**src/rtl/quad_gen.sv**
```systemverilog
// Quadrature A/B waveform generator: emits N Gray-code detent cycles per accepted step command.
// Optional position tracking is built only when QGEN_POS_TRACK_EN is defined; otherwise pos is tied to 0.
module quad_gen #(
    parameter int PHASE_CYCLES = 16000,
    parameter int CW           = 5,
    parameter int LIMIT        = 19,
    parameter int WIDTH        = 6
) (
    input  logic             clk,
    input  logic             reset,
    input  logic             cmd_valid,
    output logic             cmd_ready,
    input  logic             cmd_dir,
    input  logic [CW-1:0]    cmd_count,
    input  logic             abort,
    output logic             a,
    output logic             b,
    output logic             busy,
    output logic             done,
    output logic [WIDTH-1:0] pos,
    output logic [2:0]       dbg_state
);

    localparam int PW = (PHASE_CYCLES > 1) ? $clog2(PHASE_CYCLES) : 1;
    localparam logic [PW-1:0] PHASE_LAST = PW'(PHASE_CYCLES - 1);

    typedef enum logic [2:0] {
        S_IDLE = 3'd0,
        S_P1   = 3'd1,
        S_P2   = 3'd2,
        S_P3   = 3'd3,
        S_P4   = 3'd4
    } state_t;

    state_t          state_q, state_d;
    logic [PW-1:0]   phase_q, phase_d;
    logic [CW-1:0]   rem_q, rem_d;
    logic            dir_q, dir_d;
    logic            abort_q, abort_d;
    logic            done_q, done_d;
    logic            busy_q, busy_d;
    logic [1:0]      ab_q, ab_d;
    logic            phase_end;
    logic            accept;

    // Handshake: a command transfers on a clk edge where cmd_valid && cmd_ready;
    // cmd_ready is high only in IDLE, and cmd_valid while not ready is dropped, never queued.
    assign cmd_ready = (state_q == S_IDLE);
    assign accept    = cmd_valid && cmd_ready;
    assign phase_end = (phase_q == PHASE_LAST);

    always_comb begin
        state_d = state_q;
        rem_d   = rem_q;
        dir_d   = dir_q;
        abort_d = abort_q;
        done_d  = 1'b0;
        phase_d = phase_q;

        case (state_q)
            S_IDLE: begin
                if (accept) begin
                    if (cmd_count == '0) begin
                        done_d = 1'b1;
                    end else begin
                        state_d = S_P1;
                        rem_d   = cmd_count;
                        dir_d   = cmd_dir;
                    end
                end
            end
            S_P1: if (phase_end) state_d = S_P2;
            S_P2: if (phase_end) state_d = S_P3;
            S_P3: if (phase_end) state_d = S_P4;
            S_P4: begin
                if (phase_end) begin
                    if ((rem_q > CW'(1)) && !abort_q) begin
                        rem_d   = rem_q - 1'b1;
                        state_d = S_P1;
                    end else begin
                        rem_d   = '0;
                        state_d = S_IDLE;
                        done_d  = 1'b1;
                    end
                end
            end
            default: state_d = S_IDLE;
        endcase

        // Abort is sticky while busy and only honoured at the end of P4.
        if ((state_q != S_IDLE) && abort) abort_d = 1'b1;
        if (state_d == S_IDLE) abort_d = 1'b0;

        if (state_d != state_q) begin
            phase_d = '0;
        end else if (state_q != S_IDLE) begin
            phase_d = phase_q + 1'b1;
        end
    end

    // Registered outputs are computed from the next state so they line up with state_q.
    always_comb begin
        ab_d   = 2'b11;
        busy_d = (state_d != S_IDLE);
        case (state_d)
            S_P1:    ab_d = dir_d ? 2'b01 : 2'b10;
            S_P2:    ab_d = 2'b00;
            S_P3:    ab_d = dir_d ? 2'b10 : 2'b01;
            default: ab_d = 2'b11;
        endcase
    end

    always_ff @(posedge clk or posedge reset) begin
        if (reset) begin
            state_q <= S_IDLE;
            phase_q <= '0;
            rem_q   <= '0;
            dir_q   <= 1'b0;
            abort_q <= 1'b0;
            done_q  <= 1'b0;
            busy_q  <= 1'b0;
            ab_q    <= 2'b11;
        end else begin
            state_q <= state_d;
            phase_q <= phase_d;
            rem_q   <= rem_d;
            dir_q   <= dir_d;
            abort_q <= abort_d;
            done_q  <= done_d;
            busy_q  <= busy_d;
            ab_q    <= ab_d;
        end
    end

    assign a         = ab_q[1];
    assign b         = ab_q[0];
    assign busy      = busy_q;
    assign done      = done_q;
    assign dbg_state = state_q;

`ifdef QGEN_POS_TRACK_EN
    logic [WIDTH-1:0] pos_q, pos_d;

    // Mirrors the decoder: the count moves once per detent, at the end of P1.
    always_comb begin
        pos_d = pos_q;
        if ((state_q == S_P1) && phase_end) begin
            if (dir_q) begin
                if (pos_q < WIDTH'(LIMIT)) pos_d = pos_q + 1'b1;
            end else begin
                if (pos_q > WIDTH'(1)) pos_d = pos_q - 1'b1;
            end
        end
    end

    always_ff @(posedge clk or posedge reset) begin
        if (reset) begin
            pos_q <= WIDTH'(9);
        end else begin
            pos_q <= pos_d;
        end
    end

    assign pos = pos_q;
`else
    assign pos = '0;
`endif

endmodule

```
**config.mk**
```make
export PLATFORM = sky130hd
export DESIGN_NAME = quad_gen
export DESIGN_NICKNAME = d
export VERILOG_FILES = /design/src/rtl/quad_gen.sv
export SDC_FILE = /design/constraint.sdc
export NUM_CORES = 1
export LEC_CHECK = 0
export BUFFER_PORTS_ARGS = -buffer_cell sky130_fd_sc_hd__clkbuf_2
export CAP_MARGIN = 30
export CORE_MARGIN = 10
export CORE_UTILIZATION = 50
export DETAILED_ROUTE_END_ITERATION = 10
export PLACE_DENSITY = 0.81
export SLEW_MARGIN = 20
export SYNTH_ARGS = -nofsm -noshare
export SYNTH_HDL_FRONTEND = slang
export SYNTH_SLANG_ARGS = --single-unit
```
**constraint.sdc**
```tcl
create_clock -name clk -period 2.9 [get_ports clk]
set_input_delay 0.145 -clock clk [delete_from_list [all_inputs] [get_ports clk]]
set_output_delay 0.145 -clock clk [all_outputs]
set_load 0.01 [all_outputs]
```
==> results of run 1 <==
## what timing repair did
| item | CTS | global route |
|---|---|---|
| hold buffers | 1 | 0 |
| setup endpoints to repair | 0 | 0 |
| endpoints found under the hold margin | 10 | 0 |
## metal layers
metal | share of wire | up-vias | GRT usage
met5 | 0 | - | 0
met4 | 0.015 | 0 | 0.0502
met3 | 0.046 | 6 | 0.0256
met2 | 0.54 | 33 | 0.219
met1 | 0.40 | 608 | 0.143
li1 | - | 610 | -
## final timing paths
kind | from | endpoint | slack, ns
worst max-delay path | phase_q[0]$_DFFE_PP0P_ | busy$_DFF_PP0_ | 0.36
worst min-delay path | cmd_dir | dir_q$_DFF_PP0_ | 0.06
worst max register to register | phase_q[0]$_DFFE_PP0P_ | busy$_DFF_PP0_ | 0.36
worst min register to register | dir_q$_DFF_PP0_ | dir_q$_DFF_PP0_ | 0.54
max in group asynchronous | reset | ab_q[1]$_DFF_PP1_ | 2.03
min in group asynchronous | reset | phase_q[11]$_DFFE_PP0P_ | 0.34
## flip-flops by register name (all words and copies together), names as in the netlist
name / flops
phase_q: 14
rem_q: 5
dbg_state: 3
ab_q: 2
abort_q: 1
busy: 1
dir_q: 1
done: 1
## through the flow
step	setup WS, ns	total power (µW)	std cells	cell area (µm²)
after floorplan	0.626	417	165	1630
after global placement	0.545	420	217	1700
after detailed placement	0.379	426	218	1730
after CTS	0.354	620	223	1780
after global routing	0.158	638	223	1780
final	0.362	617	223	1780
## final cells by class
| type | instances | area, µm² | area share |
|---|---|---|---|
| Clock buffer | 4 | 36.3 | 0.0204 |
| Sequential cell | 28 | 703 | 0.396 |
| Tap cell | 44 | 55.1 | 0.0310 |
| Inverter | 6 | 27.5 | 0.0155 |
| Multi-Input combinational cell | 122 | 832 | 0.468 |
| Timing Repair Buffer | 19 | 123 | 0.0690 |
## power breakdown
group | switching (µW) | total, µW | internal (µW)
clock | 120 | 197 | 77.1
sequential | 0.0000000000000563 | 391 | 391
combinational | 17.3 | 28.7 | 11.4
## cells by family (layout without fill, tap and decap cells)
kind of cell	Yosys count	count (layout)	share of synthesized area
AND/OR/NAND/NOR	65	65	0.214
buffers and inverters	15	29	0.0590
adder cells (fa/ha/maj)	4	4	0.0303
multiplexers	7	7	0.0489
flip-flops	28	28	0.436
AO/OA/AOI/OAI	28	28	0.144
other	1	6	0.00233
XOR/XNOR	12	12	0.0652
## Yosys cell counts (2+ instances only)
cell | count | area share
xnor2_1 | 6 | 0.033
nand2_1 | 12 | 0.028
a22o_1 | 4 | 0.022
dfrtp_1 | 26 | 0.40
nor3b_1 | 2 | 0.0093
and4_1 | 2 | 0.011
a21oi_1 | 6 | 0.019
nand4_1 | 5 | 0.019
ha_1 | 3 | 0.023
nor3_1 | 4 | 0.012
buf_4 | 7 | 0.033
or2_2 | 2 | 0.0078
nor2_1 | 20 | 0.047
mux2i_1 | 3 | 0.019
xor2_1 | 6 | 0.033
nor4_1 | 2 | 0.0078
o21ai_0 | 5 | 0.016
dfstp_2 | 2 | 0.033
mux2_2 | 3 | 0.021
a22oi_1 | 2 | 0.0093
inv_1 | 5 | 0.012
and3_1 | 2 | 0.0078
nand3_1 | 5 | 0.016
o22ai_1 | 2 | 0.0078
## critical path: stages, from the launching register on
cell and delay, ns:
dfrtp_1 0.42, ha_1 0.22, or3b_1 0.38, nor4_1 0.54, mux2i_1 0.35, o221ai_4 0.17, or2_2 0.34
==> run metrics, run 1 <==
Final Max Tran Viols=0; gr ovfl total=0; post-synthesis cell type count=48; crit path launch type=register; Setup Viol. Count Final=0; die area=0.00589 mm²; global-route wire length before repair=6250 µm; vias in the first global route=1301; Max Buffers Root-to-Sink=2; EDFF count, synth=0; reg2reg path depth=6; Peak VDD IR=0.235 mV; Yosys reg bits=28; Die X=76.8 µm; area of the mapped netlist=0.00161 mm²; Synthesis Warnings=0; initial antenna violation count=0; H-Tree Depth=1; Crit path arrival time=2.78 ns; cts bufs inserted=3; Hold Slack=0.0563 ns; Final period util=0.875; antenna-violating nets left=0; Max Freq=394 MHz; PortBufs=17; GPL Wtd Cong=0.849; synthesis-to-layout area growth=10.2%; Worst Hold Class=in -> reg; via count=1257; PwrDens=347 mW/mm²; Final min period=2.54 ns; CP Class=reg -> reg; Seq/Total Area, Yosys=0.436; Root Driver=clkbuf_4; CORE AREA=0.00308 mm²; RSZ-0062 raised after global routing=false; Initial Util=0.524; total track usage=0.125; Die H=76.8 µm; utilization after layout=0.577; postcts setup bufs=0; CTS tree=done; Rel. slew slack=0.626; Max Cap Violations=0; row count=20; Critical Path End Type=register; Worst Path Required=3.14 ns; largest net degree at the start of global routing=19; post-cts sizing count=0; residual DRC count=0; status=finished, final reports clean; clk sinks=28; final hold vios=0; WL/cell=15.5 µm; ys async rst share=1.00; layout cells sized above 1=0.223; Post-Synthesis Cells=160; initial DRC count=81; Fillers=257; Final TNS setup=0 ns; Vias/cell=5.64; CTS clk-pin slew, worst paths=0.15 ns; syn_area_per_cell=10.1 µm²; drt total wl=3460 µm; ys flop type=dfrtp_1; commonest cells after routing, fill and taps aside=26 x dfrtp_1, 20 x nor2_1, 17 x clkbuf_2; WHS Path Cells=2; clock latency at the later pin of the worst-skew pair=0.34 ns; most common cell after layout, fill and taps aside=dfrtp_1; IO Count=24; Setup Skew=0.00319 ns; Worst-Margin Slew=0.557 ns; hpwl dp=2710 µm; drt pass-1 iters=4; leakage power total=0.000795 µW; # diodes=0; CP Max Fanout=5; nets=193
No activity file was read; power rests on OpenSTA's default activity.
==> run 2: changes to the inputs <==
==> constraint.sdc (replaced) <==
create_clock -name clk -period 2.9 [get_ports clk]
set_input_delay 0.58 -clock clk [delete_from_list [all_inputs] [get_ports clk]]
set_output_delay 0.58 -clock clk [all_outputs]
set_load 0.01 [all_outputs]
==> run metrics, run 2 (synthesis results as in run 1) <==
gr ovfl total=0 (unchanged); hpwl dp=2660 µm (was 2710 µm); placed cell count=219 (was 218); Die H=76.8 µm (unchanged); max incr delay on CP=0.60 ns (was 0.54 ns); initial DRC count=90 (was 81); largest net degree at the start of global routing=29 (was 19); Fillers=258 (was 257); CORE AREA=0.00308 mm² (unchanged); switching share of power=0.203 (was 0.223); PwrDens=381 mW/mm² (was 347 mW/mm²); row count=20 (unchanged); CP bufs+invs=0 (unchanged); Final Max Tran Viols=0 (unchanged); cts bufs inserted=3 (unchanged); CP cell instances=ha_1 > or3b_1 > nor4_1 > mux2i_1 > o221ai_4 > or2_2 (unchanged); Vias/cell=5.67 (was 5.64); Setup WS post-layout=0.335 ns (was 0.362 ns); via count=1264 (was 1257); Final TNS setup=0 ns (unchanged); IO Count=24 (unchanged); global-route wire length before repair=6020 µm (was 6250 µm); commonest cells after routing, fill and taps aside=26 x dfrtp_1, 20 x nor2_1, 17 x clkbuf_2 (unchanged); status=finished, final reports clean (unchanged); die area=0.00589 mm² (unchanged); Critical Path End Type=register (unchanged); # diodes=0 (unchanged); Rel. slew slack=0.572 (was 0.626); leakage power total=0.000794 µW (was 0.000795 µW); Max Freq=390 MHz (was 394 MHz); CP Class=reg -> reg (unchanged); CTS clk-pin slew, worst paths=0.16 ns (was 0.15 ns); Final period util=0.885 (was 0.875); Max Buffers Root-to-Sink=2 (unchanged); vias in the first global route=1330 (was 1301); slowest CP cell=nor4_1 (unchanged); initial antenna violation count=0 (unchanged); Die X=76.8 µm (unchanged); WL/cell=15.3 µm (was 15.5 µm); sequential share of power=0.579 (was 0.634); clk sinks=28 (unchanged); H-Tree Depth=1 (unchanged); final hold vios=0 (unchanged); clock latency at the later pin of the worst-skew pair=0.34 ns (about the same); Non-Filler Instances=223 (unchanged); Setup Viol. Count Final=0 (unchanged); Logic pwr share=0.036 (was 0.047); antenna-violating nets left=0 (unchanged); postcts setup bufs=0 (unchanged); Max Cap Violations=0 (unchanged); RSZ-0062 raised after global routing=false (unchanged); Largest register FFs=14 (unchanged); drt total wl=3420 µm (was 3460 µm); Worst-Margin Slew=0.636 ns (was 0.557 ns); Clock Power Share=0.385 (was 0.320); layout cells sized above 1=0.229 (was 0.223); post-cts sizing count=0 (unchanged); Peak VDD IR=0.183 mV (was 0.235 mV); drt pass-1 iters=4 (unchanged); crit path launch type=register (unchanged); CP Max Fanout=5 (unchanged); CTS tree=done (unchanged); nets=193 (unchanged); R2R Setup Slk=0.33 ns (was 0.36 ns); Initial Util=0.524 (unchanged); DP Worst Slack=0.352 ns (was 0.379 ns); most common cell after layout, fill and taps aside=dfrtp_1 (unchanged); synthesis-to-layout area growth=9.86% (was 10.2%); NetSw=137 µW (about the same); Worst Path Required=3.14 ns (about the same); PortBufs=17 (unchanged); Setup Skew=0.0178 ns (was 0.00319 ns); GPL Wtd Cong=0.926 (was 0.849); Int Pwr=538 µW (was 479 µW); Final min period=2.57 ns (was 2.54 ns); residual DRC count=0 (unchanged); Crit path arrival time=2.81 ns (was 2.78 ns); cts hold-fix bufs=0 (was 1); Most flops, register=phase_q (unchanged); total track usage=0.119 (was 0.125); CP top delay family=simple AND/OR/NAND/NOR gates (unchanged); Worst Hold Class=in -> async (was in -> reg); Root Driver=clkbuf_4 (unchanged)
-- run 2: cell types whose count changed in the layout (fill, tap and decap cells not counted) --
cell,delta
dlygate4sd3_1,-1
buf_16,-1
bufinv_16,+1
buf_4,+2
clkbuf_8,-1
-- run 2: cell type report --
cell class	count	area (µm²)	share of cell area
flip-flops and latches	28	703	0.397
repair buffers	19	100	0.0565
clock inverters	1	30.0	0.0170
well taps	44	55.1	0.0311
clock buffers	3	22.5	0.0127
multi-input cells	122	832	0.470
inverters	6	27.5	0.0155
-- run 2: path summary, 6_finish.rpt --
path,endpoint,from,depth (start not counted)
worst max register to register,busy$_DFF_PP0_,phase_q[1]$_DFFE_PP0P_,6
worst min-delay path,phase_q[9]$_DFFE_PP0P_,reset,3
min in group clk,dir_q$_DFF_PP0_,cmd_dir,2
worst min register to register,rem_q[4]$_DFFE_PP0P_,rem_q[4]$_DFFE_PP0P_,1
worst max-delay path,busy$_DFF_PP0_,phase_q[1]$_DFFE_PP0P_,6
max in group asynchronous,ab_q[1]$_DFF_PP1_,reset,3
-- run 2: layer usage --
| metal | wire length (µm) | vias up | GRT usage |
|---|---|---|---|
| li1 | - | 601 | - |
| met2 | 1720 | 39 | 0.212 |
| met3 | 210 | 12 | 0.0373 |
| met4 | 91 | 0 | 0.0409 |
| met5 | 0 | - | 0 |
| met1 | 1400 | 612 | 0.128 |
-- run 2: power groups by stage --
stage | Clock, µW | Combinational (µW) | Sequential, µW
final | 260 | 24.6 | 391
after global routing | 276 | 27.7 | 391
after CTS | 260 | 24.8 | 391
after detailed placement | 0 | 24.8 | 398
after global placement | 0 | 23.7 | 398
after floorplan | 0 | 18.8 | 398
-- run 2: stage by stage --
step           utilization  hold slack [ns]  area (µm²)  total power (µW)
6_report             0.575            0.249        1770               675
5_1_grt              0.575            0.270        1770               694
3_5_place_dp         0.558            0.497        1720               423
2_1_floorplan            -            0.467        1630               417
4_1_cts              0.575            0.265        1770               675
3_3_place_gp         0.558            0.487        1720               421
-- run 2: worst min-delay path, stage by stage --
cell and delay [ns]:
clkbuf_2 0.08, inv_1 0.04, buf_4 0.32
